### src/rtl/patch_sweep_pkg.sv
// Shared types and sizing helpers for the ECO patch truth-table sweeper.
package patch_sweep_pkg;

  typedef enum logic [1:0] {
    ST_IDLE   = 2'd0,
    ST_DRIVE  = 2'd1,
    ST_SAMPLE = 2'd2,
    ST_DONE   = 2'd3
  } sweep_state_t;

  localparam int DEF_SETTLE = 1;

  function automatic int num_vectors(input int n_in);
    return 1 << n_in;
  endfunction

  // Width of the settle down-counter: it must hold SETTLE-1, never less than one bit.
  function automatic int settle_cnt_w(input int settle);
    return (settle < 2) ? 1 : $clog2(settle + 1);
  endfunction

endpackage

### src/rtl/patch_sweep_settle_cnt.sv
// Loadable down-counter that paces how long each vector is held before sampling.
module patch_sweep_settle_cnt #(
  parameter int W = 1
) (
  input  logic         clk,
  input  logic         rst,
  input  logic         load_i,
  input  logic [W-1:0] load_val_i,
  input  logic         dec_i,
  output logic         zero_o
);

  logic [W-1:0] cnt_q;

  // Load wins over decrement; the count parks at zero rather than wrapping.
  always_ff @(posedge clk or posedge rst) begin
    if (rst) begin
      cnt_q <= '0;
    end else if (load_i) begin
      cnt_q <= load_val_i;
    end else if (dec_i && (cnt_q != '0)) begin
      cnt_q <= cnt_q - 1'b1;
    end
  end

  assign zero_o = (cnt_q == '0);

endmodule

### src/rtl/patch_sweep_ctrl.sv
// Exhaustive input sweeper for a combinational ECO patch: drives every vector,
// compares the patch output against a latched golden truth table, reports results.
module patch_sweep_ctrl
  import patch_sweep_pkg::*;
#(
  parameter int N_IN         = 3,
  parameter int SETTLE       = DEF_SETTLE,
  parameter bit STOP_ON_FAIL = 1'b0
) (
  input  logic                          clk,
  input  logic                          rst,
  input  logic                          start,
  input  logic [num_vectors(N_IN)-1:0]  golden_tt,
  output logic [N_IN-1:0]               vec_out,
  input  logic                          patch_t0,
  output logic                          busy,
  output logic                          done,
  output logic                          pass,
  output logic [N_IN:0]                 mis_cnt,
  output logic [N_IN-1:0]               first_fail,
  output logic [1:0]                    dbg_state
);

  localparam int NV = num_vectors(N_IN);
  localparam int CW = settle_cnt_w(SETTLE);
  localparam logic [CW-1:0]   SETTLE_LOAD = CW'(SETTLE - 1);
  localparam logic [N_IN:0]   MIS_MAX     = (N_IN + 1)'(NV);
  localparam logic [N_IN-1:0] LAST_VEC    = '1;

  sweep_state_t    state_q;
  logic [NV-1:0]   golden_q;
  logic [N_IN-1:0] vec_q;
  logic [N_IN:0]   mis_cnt_q;
  logic [N_IN-1:0] first_fail_q;
  logic            busy_q;
  logic            done_q;
  logic            pass_q;

  logic accept;
  logic mismatch;
  logic sweep_end;
  logic cnt_load;
  logic cnt_dec;
  logic cnt_zero;

  // The cycle carrying the done pulse still counts as busy, so start is only
  // accepted once that pulse has dropped.
  assign accept    = (state_q == ST_IDLE) && start && !done_q;
  // Case inequality: an X from the patch must never compare equal.
  assign mismatch  = (patch_t0 !== golden_q[vec_q]);
  assign sweep_end = (vec_q == LAST_VEC) || (mismatch && STOP_ON_FAIL);
  assign cnt_load  = accept || ((state_q == ST_SAMPLE) && !sweep_end);
  assign cnt_dec   = (state_q == ST_DRIVE);

  patch_sweep_settle_cnt #(
    .W (CW)
  ) u_settle_cnt (
    .clk        (clk),
    .rst        (rst),
    .load_i     (cnt_load),
    .load_val_i (SETTLE_LOAD),
    .dec_i      (cnt_dec),
    .zero_o     (cnt_zero)
  );

  always_ff @(posedge clk or posedge rst) begin
    if (rst) begin
      state_q      <= ST_IDLE;
      golden_q     <= '0;
      vec_q        <= '0;
      mis_cnt_q    <= '0;
      first_fail_q <= '0;
      busy_q       <= 1'b0;
      done_q       <= 1'b0;
      pass_q       <= 1'b0;
    end else begin
      case (state_q)
        ST_IDLE: begin
          done_q <= 1'b0;
          if (accept) begin
            golden_q     <= golden_tt;
            vec_q        <= '0;
            mis_cnt_q    <= '0;
            first_fail_q <= '0;
            pass_q       <= 1'b0;
            busy_q       <= 1'b1;
            state_q      <= ST_DRIVE;
          end else begin
            busy_q <= 1'b0;
          end
        end
        ST_DRIVE: begin
          if (cnt_zero) begin
            state_q <= ST_SAMPLE;
          end
        end
        ST_SAMPLE: begin
          if (mismatch) begin
            if (mis_cnt_q != MIS_MAX) begin
              mis_cnt_q <= mis_cnt_q + 1'b1;
            end
            if (mis_cnt_q == '0) begin
              first_fail_q <= vec_q;
            end
          end
          if (sweep_end) begin
            state_q <= ST_DONE;
          end else begin
            vec_q   <= vec_q + 1'b1;
            state_q <= ST_DRIVE;
          end
        end
        ST_DONE: begin
          // mis_cnt_q already includes the final sample here.
          done_q  <= 1'b1;
          pass_q  <= (mis_cnt_q == '0);
          state_q <= ST_IDLE;
        end
        default: begin
          state_q <= ST_IDLE;
        end
      endcase
    end
  end

  assign vec_out    = vec_q;
  assign busy       = busy_q;
  assign done       = done_q;
  assign pass       = pass_q;
  assign mis_cnt    = mis_cnt_q;
  assign first_fail = first_fail_q;
  assign dbg_state  = state_q;

endmodule

### config.mk
export PLATFORM = sky130hd
export DESIGN_NAME = patch_sweep_ctrl
export DESIGN_NICKNAME = d
export VERILOG_FILES = /design/src/rtl/patch_sweep_pkg.sv /design/src/rtl/patch_sweep_settle_cnt.sv /design/src/rtl/patch_sweep_ctrl.sv
export SDC_FILE = /design/constraint.sdc
export NUM_CORES = 1
export LEC_CHECK = 0
export CAP_MARGIN = 20
export CELL_PAD_IN_SITES_DETAIL_PLACEMENT = 0
export CELL_PAD_IN_SITES_GLOBAL_PLACEMENT = 1
export CORE_ASPECT_RATIO = 0.9
export CORE_MARGIN = 5
export CORE_UTILIZATION = 38
export CTS_BUF_LIST = sky130_fd_sc_hd__clkbuf_16
export CTS_CLUSTER_DIAMETER = 150
export CTS_CLUSTER_SIZE = 12
export DETAILED_ROUTE_END_ITERATION = 7
export MAX_ROUTING_LAYER = met4
export PLACE_DENSITY_LB_ADDON = 0.1
export SLEW_MARGIN = 20
export SYNTH_ARGS = -nofsm -noshare
export SYNTH_HDL_FRONTEND = slang
export SYNTH_SLANG_ARGS = --single-unit
### constraint.sdc
create_clock -name clk -period 2.22 [get_ports clk]
set_input_delay 0.444 -clock clk [delete_from_list [all_inputs] [get_ports clk]]
set_output_delay 0.444 -clock clk [all_outputs]
set_load 0.1 [all_outputs]
==> metrics.cfg <==
[status]
status=completed

[global_route]
busiest_layer=met2
gr-usage-met1=0.176
grt_pass1_wl_mm=5.15
grt_max_degree=25
antenna_found_initial=0
track_usage=0.140
grtUsageMet3=0.0304
grt_pass1_vias=1156
grtUsageMet2=0.226
grt_overflow=0

[finish]
diodes=0
fill_cells=330
nets=192
drive_gt1_frac=0.176
multi_input_area_um2=658
instances_no_fill=214
areaGrowthSynthToFinish_pct=27.5
regArea_um2=606

[detailed_routing]
via_count=1109
wirelength_mm=2.94
antenna_left=0
drc=0
first_iter_violations=134
post_drt_wl_per_cell_um=13.7
vias_per_cell=5.18
drt_first_pass_iters=4

[setup_path]
cp_max_fo=9
start_kind=flop
cp-end-kind=flop
arrival_ns=2.13
critPathKind=reg2reg
cp_data_required_time_ns=2.40

[synthesis]
synthTopCellsByArea=dfrtp_1 45%, nand2_1 9.3%, ha_1 8.5%
yosys-top-cells-count=33 x nand2_1, 24 x dfrtp_1, 13 x o21ai_0, 10 x inv_1, 9 x ha_1
yosysTopAreaCell=dfrtp_1
yosysMostFrequentCell=nand2_1
syn_inst=142
yosys_warnings=0
yosys.area_share.simple=0.184
synth-seq-cells=24
synth_top_family_by_area=simple AND/OR/NAND/NOR gates
synth_flop_cell=dfrtp_1
synth-compound-area-share=0.135
synth.distinct_cells=29
synth_top_area_frac=0.452
ys_seq_area_frac=0.452
synth_nets=163
syn_area_um2=1330
synth_xor_xnor_area_share=0.0207
async_flop_share=1.00
synth-edff-count=0
syn_area_per_cell_um2=9.37
synth_fa_ha_area_frac=0.0847
muxShareOfSynthArea=0.0696

[timing]
min_period_ns=1.95
fin_skew_ns=0.00438
fin_tns_setup_ns=0
slew_headroom=0.768
worst_pin_slew_ns=0.346
period_share=0.878
setup_violations=0
hold_viol_final=0
maxSlewViolCount=0
rsz0062_at_grt=false
fmax_mhz=513

[die]
initial_core_util=0.394
dieArea_um2=4780
io_pins=27
coreArea_um2=3380
num_rows=20
die_w_um=72.4
die_height_um=66.1

[place]
gp_congestion=0.809
dp_hpwl_mm=2.18
portBuffers=26
dp_cells=210

[cts]
numCtsBuffers=3
cts_buffer_depth=2
post_cts_resized=0
cts_tree=yes
cts.clk_slew.worst_paths_ns=0.06
cts.htree.levels=1
cts.sink_count=24
cts_hold_buf=0
post_cts_buffers=0
clkLatencyLatePin_ns=0.26
cts_root_buf=clkbuf_16

[hold_path]
min_path_type=reg2reg

[flow_run]
max-cap-violations=0

final timing paths:
| check | from | cells after the start | slack (ns) | endpoint |
|---|---|---|---|---|
| hold reg to reg | golden_q[7] | 2 | 0.48 | golden_q[7] |
| max in group asynchronous | rst | 3 | 1.43 | vec_out[0] |
| setup reg to reg | vec_out[0] | 5 | 0.27 | first_fail[1] |
| hold / removal | golden_q[7] | 2 | 0.48 | golden_q[7] |
| min in group asynchronous | rst | 3 | 0.53 | busy |
| setup / recovery | vec_out[0] | 5 | 0.27 | first_fail[1] |
worst max-delay path, stage by stage (launching register included):
cell,delay (ns)
dfrtp_2,0.49
mux2i_1,0.15
mux4_2,0.53
xnor2_4,0.26
and3_4,0.26
mux2i_1,0.18
layer usage:
layer | vias to the layer above | routed length, µm
met4 | 0 | 34
li1 | 547 | -
met1 | 531 | 1410
met3 | 5 | 153
met5 | - | 0
met2 | 26 | 1340
placed cells by master, fill, tap and decap left out, types with 3 or more instances in the layout:
cell type,synthesis,routed
ha_1,9,9
a21oi_1,5,5
buf_4,0,20
inv_1,10,11
o21ai_0,13,13
clkdlybuf4s50_1,0,11
dfrtp_1,24,20
nand2_1,33,33
nand4_1,4,4
clkbuf_16,0,3
mux2i_1,7,7
dfrtp_2,0,4
nand3_1,5,5
nor2_1,3,3
state kept, by name, summed over array words and instances (netlist names):
signal / count
busy: 1
dbg_state: 2
done: 1
first_fail: 3
golden_q: 8
mis_cnt: 4
pass: 1
u_settle_cnt.cnt_q: 1
vec_out: 3
layout make-up:
class | count | share of cell area
Timing Repair Buffer | 31 | 0.154
Inverter | 10 | 0.0221
Clock buffer | 3 | 0.0443
Clock inverter | 1 | 0.00221
Sequential cell | 24 | 0.357
Tap cell | 44 | 0.0325
Multi-Input combinational cell | 101 | 0.388
through the flow:
stage                     hold WS [ns]  area [µm²]  worst slack [ns]  utilization
after floorplan                  0.445        1340            0.0593            -
after global placement           0.458        1620             0.243        0.479
after detailed placement         0.463        1620             0.180        0.479
after CTS                        0.479        1700             0.260        0.502
after global routing             0.502        1700             0.143        0.502
final                            0.475        1700             0.271        0.502
cells by family (layout without fill, tap and decap cells):
logic type,after synthesis,in the layout
xor gates and xnor gates,1,1
muxes,8,8
buffers and inverters,17,45
and+or+nand+nor,53,53
DFF,24,24
AOI/OAI and AO/OA,30,30
adders and majority gates,9,9
Power is left out: the tool's default activity adds up to more than one toggle a clock period on the data nets, which glitch-free logic cannot reach.
==> edit 1, RTL diff (same flow settings) <==
`STOP_ON_FAIL`: 1'b0 -> 1'b1.
--- a/src/rtl/patch_sweep_ctrl.sv
+++ b/src/rtl/patch_sweep_ctrl.sv
@@ -7,3 +7,3 @@
   parameter int SETTLE       = DEF_SETTLE,
-  parameter bit STOP_ON_FAIL = 1'b0
+  parameter bit STOP_ON_FAIL = 1'b1
 ) (
Check against the original RTL: not equivalent (a bounded check fails within 4 cycles, from zero or initial values and one cycle with rst high).
==> edit 1 against the original RTL <==
Final cell count is 8.4% lower; final area increased by 4.5%; setup slack got worse by 0.15 ns; sequential cell count unchanged; count of clock-buffer cells in the layout unchanged; wire length decreased by 0.78%; area after synthesis up 1.9%; critical path type unchanged; critical endpoint is now vec_out[0]$_DFFE_PP0P_; largest cell class unchanged.
==> edit 1: results (changes against the original RTL) <==
| Metric | Value |
|---|---|
| Result of the run | finished clean (unchanged) |
| Cell at the root of the clock tree | clkbuf_16 (unchanged) |
| Diode count | 0 (unchanged) |
| Hold Crit Start | pass$_DFFE_PP0P_ (was golden_q[7]$_DFFE_PP0P_) |
| H-tree level count | 1 (unchanged) |
| Starting DRT DRC Count | 34 (was 134) |
| Crit path arrival time | 2.27 ns (was 2.13 ns) |
| Vias per cell | 5.24 (was 5.18) |
| Total non-filler cell area in the finished layout | 1770 um^2 (was 1700 um^2) |
| Maximum single-stage delay on the critical path | 0.50 ns (was 0.53 ns) |
| Largest register by flop count | golden_q (unchanged) |
| Largest cells by area after synthesis | dfrtp_1 44%, ha_1 8.3%, mux2_2 7.5% (was dfrtp_1 45%, nand2_1 9.3%, ha_1 8.5%) |
| Filler cell count in the final layout | 314 (was 330) |
| Final net count | 174 (was 192) |
| Static power due to leakage | approximately 0.83 nW |
| Top post-synthesis cells by count | 24 x dfrtp_1, 10 x nand2_1, 9 x ha_1, 9 x mux2_2, 8 x nand3_1 (was 33 x nand2_1, 24 x dfrtp_1, 13 x o21ai_0, 10 x inv_1, 9 x ha_1) |
| Slowest library cell on the worst path | or4_4 (was mux4_2) |
| Number of max-slew violations in the final report | 0 (unchanged) |
| Distinct cells, synth | 39 (was 29) |
| Pin count of the biggest net entering global routing | 25 (unchanged) |
| GP Congestion | 0.760 (was 0.809) |
| Mapped Nets | 140 (was 163) |
| Fraction of final layout cells sized beyond drive strength 1 | 0.329 (was 0.176) |
| Path class of the lowest-slack min-delay path | reg2reg (unchanged) |
| Drt pass-1 iters | 4 (unchanged) |
| Detail-routed net length per standard cell | 14.9 um (was 13.7 um) |
| Headroom to the max-slew limit | 0.626 (was 0.768) |
| Half-perimeter wire length after placement | 2.16 mm (was 2.18 mm) |
| Number of global-route vias before repair | 1,050 (was 1,156) |
| First-pass GRT wire length | 4.99 mm (was 5.15 mm) |
| GRT Resource Usage Total | 0.136 (was 0.140) |
| Skew final | 0.00359 ns (was 0.00438 ns) |
| Critical Path Fanout Max | 14 (was 9) |
| Instance area at placement | 1680 um^2 (was 1620 um^2) |
| Portion of the post-synthesis area used by sequential elements | 0.443 (was 0.452) |
-- edit 1: changes by cell type in the layout (fill, tap and decap cells not counted), moves of 3 or more --
| cell | change |
|---|---|
| a31o_1 | +4 |
| dfrtp_4 | +3 |
| inv_1 | -5 |
| mux2_2 | +9 |
| mux2i_1 | -6 |
| nand2_1 | -23 |
| nand3_1 | +3 |
| nand4_1 | -3 |
| nor2_1 | -3 |
| o21ai_0 | -9 |
-- edit 1: worst register-to-register path, delay by kind of cell, from the launching register on --
family           cells  cell delay, ns
multiplexers         2            0.80
AND/OR/NAND/NOR      1            0.50
flip-flops           1            0.43
XOR/XNOR             1            0.21
AO/OA/AOI/OAI        1            0.08
-- edit 1: through the flow --
stage               cells  setup WS [ns]  utilization
finish                196          0.125        0.521
global route          196         0.0201        0.521
CTS                   196         0.0209        0.515
detailed placement    192         0.0302        0.492
global placement      192         0.0300        0.492
floorplan             119        -0.0498            -
-- edit 1: metal layers --
metal | up-vias | part of all wire | routed length [um] | track usage
met5 | - | 0 | 0 | -
met4 | 0 | 0.010 | 29 | 0.0346
met3 | 2 | 0.038 | 110 | 0.0362
met2 | 20 | 0.49 | 1420 | 0.218
met1 | 500 | 0.47 | 1360 | 0.172
li1 | 506 | - | - | -
-- edit 1: cells by family after synthesis --
kind of cell             after synthesis  synth area share
adder cells (fa/ha/maj)                9            0.0831
XOR/XNOR                               2            0.0185
flip-flops                            24             0.443
multiplexers                          13             0.132
buffers and inverters                 10            0.0286
AO/OA/AOI/OAI                         22             0.116
AND/OR/NAND/NOR                       39             0.178
-- edit 1: repair_timing --
item                                   CTS  global route
resized for setup                        0             3
hold buffers                             0             0
endpoints found under the hold margin    0             0
setup endpoints to repair                0            10
-- edit 1: worst paths after layout --
kind / endpoint / slack, ns
hold reg to reg: pass$_DFFE_PP0P_ / 0.49
hold / removal: pass$_DFFE_PP0P_ / 0.49
min in group asynchronous: dbg_state[1]$_DFFE_PP0P_ / 0.54
max in group asynchronous: vec_out[0]$_DFFE_PP0P_ / 1.41
setup / recovery: vec_out[0]$_DFFE_PP0P_ / 0.13
setup reg to reg: vec_out[0]$_DFFE_PP0P_ / 0.13
-- edit 1: cell type report --
class	instances	area [um^2]	share of cell area
clock buffer	3	75.1	0.0424
clock inverter	1	3.75	0.00212
inverter	6	22.5	0.0127
multi-input combinational	85	726	0.410
sequential	24	614	0.347
tap	44	55.1	0.0311
timing repair buffer	33	275	0.155
-- edit 1: power by group through the flow --
stage          sequential [W]  combinational (W)  clock [W]
5_1_grt              0.000777            0.00178   0.000426
4_1_cts              0.000749            0.00164   0.000410
3_3_place_gp         0.000750            0.00162          0
6_report             0.000746            0.00166   0.000392
3_5_place_dp         0.000759            0.00163          0
2_1_floorplan         0.00130           0.000718          0
==> edit 2, RTL diff (config.mk and constraints unchanged) <==
Made on the original files. Register the output `dbg_state` once more, with the module's reset; this adds one clock of latency there. The other outputs are not delayed to match.
--- a/src/rtl/patch_sweep_ctrl.sv
+++ b/src/rtl/patch_sweep_ctrl.sv
@@ -131,3 +131,9 @@
   assign first_fail = first_fail_q;
-  assign dbg_state  = state_q;
+  always_ff @(posedge clk or posedge rst) begin
+    if (rst) begin
+      dbg_state <= '0;
+    end else begin
+      dbg_state <= state_q;
+    end
+  end
 
Check against the original RTL: not equivalent (a bounded check fails within 4 cycles, from zero or initial values and one cycle with rst high).
==> edit 2 against the original RTL <==
Sequential cell count grew 2; wire length rose by 5.0%; final area rose by 5.7%; setup slack got worse by 0.046 ns; area after synthesis up 6.1%; largest cell class unchanged; final cell count grew 7.0%.
Power is not shown: default switching activity piles up to over one toggle a cycle in this logic, so the estimate is an artifact.
==> edit 2: results (changes against the original RTL) <==
| Metric | Value |
|---|---|
| Reg-to-reg slack, setup | 0.23 ns (was 0.27 ns) |
| Fin Hold WS | 0.466 ns (was 0.475 ns) |
| GP Congestion | 0.737 (was 0.809) |
| Final net count | 206 (was 192) |
| Result of the run | finished clean (unchanged) |
| Starting DRT DRC Count | 32 (was 134) |
| Critical Path Fanout Max | 7 (was 9) |
| End point of the critical path | mis_cnt[0]$_DFFE_PP0P_ (was first_fail[1]$_DFFE_PP0P_) |
| GRT Resource Usage Total | 0.142 (was 0.140) |
| Non-clock inverter total of the final layout | 11 (was 10) |
| Pin count of the biggest net entering global routing | 27 (was 25) |
| Distinct cells, synth | 35 (was 29) |
| Transition at the pin with the smallest max-transition slack | 0.556 ns (was 0.346 ns) |
| Detail Route met3 WL | 160 um (was 153 um) |
| Worst reg2reg path startpoint | state_q[1]$_DFFE_PP0P_ (was vec_out[0]$_DFFE_PP0P_) |
| Post-placement worst setup slack | 0.0467 ns (was 0.180 ns) |
| Count of non-CTS buffers in the layout | 33 (was 31) |
| Worst hold path cell count | 0 (was 2) |
| Slowest library cell on the worst path | dfrtp_1 (was mux4_2) |
| Sequential cell area share | 0.365 (was 0.357) |
| Fraction of final layout cells sized beyond drive strength 1 | 0.175 (was 0.176) |
| Count of multi-input combinational gates | 110 (was 101) |
| Instance area at placement | 1710 um^2 (was 1620 um^2) |
| Maximum single-stage delay on the critical path | 0.44 ns (was 0.53 ns) |
| Half-perimeter wire length after placement | 2.23 mm (was 2.18 mm) |
| Vias per cell | 5.11 (was 5.18) |
| Number of sinks driven by the clock tree | 26 (was 24) |
| Share of the clock period used by the worst path after layout | 0.899 (was 0.878) |
| M1 WL | 1.43 mm (was 1.41 mm) |
| Cell depth of the worst flop-to-flop path | 8 (was 5) |
| Detail Route met2 WL | 1.44 mm (was 1.34 mm) |
| Hold Crit Start | state_q[0]$_DFFE_PP0P_ (was golden_q[7]$_DFFE_PP0P_) |
| Gate count after technology mapping | 155 (was 142) |
| Top post-synthesis cells by count | 38 x nand2_1, 26 x dfrtp_1, 11 x inv_1, 9 x ha_1, 8 x nand3_1 (was 33 x nand2_1, 24 x dfrtp_1, 13 x o21ai_0, 10 x inv_1, 9 x ha_1) |
| Capture endpoint of the worst hold path | dbg_state[0]$_DFF_PP0_ (was golden_q[7]$_DFFE_PP0P_) |
| Seq. cell area | 653 um^2 (was 606 um^2) |
| Detail-routed net length per standard cell | 13.5 um (was 13.7 um) |
| First-pass GRT wire length | 5.36 mm (was 5.15 mm) |
| Clock network share of area | 0.0419 (was 0.0465) |
-- edit 2: cell types whose count changed in the layout (fill, tap and decap cells not counted), moves of 3 or more --
cell | before | now
nand3_1 | 5 | 8
or4_1 | 0 | 3
dfrtp_1 | 20 | 24
o21ai_0 | 13 | 7
nand2_1 | 33 | 38
o211ai_1 | 0 | 4
mux2i_1 | 7 | 4
-- edit 2: cells by family (layout without fill, tap and decap cells) --
kind of cell               Yosys count  in the layout  synth area share
and+or+nand+nor                     66             66             0.221
AOI/OAI and AO/OA                   29             29             0.135
DFF                                 26             26             0.461
buffers and inverters               19             47            0.0576
adders and majority gates            9              9            0.0798
muxes                                4              4            0.0284
xor gates and xnor gates             2              2            0.0177
-- edit 2: per-layer routing --
| layer | global-route usage | up-vias |
|---|---|---|
| met2 | 0.238 | 24 |
| met3 | 0.0382 | 8 |
| met5 | - | - |
| met4 | 0.0489 | 0 |
| li1 | - | 589 |
| met1 | 0.166 | 549 |
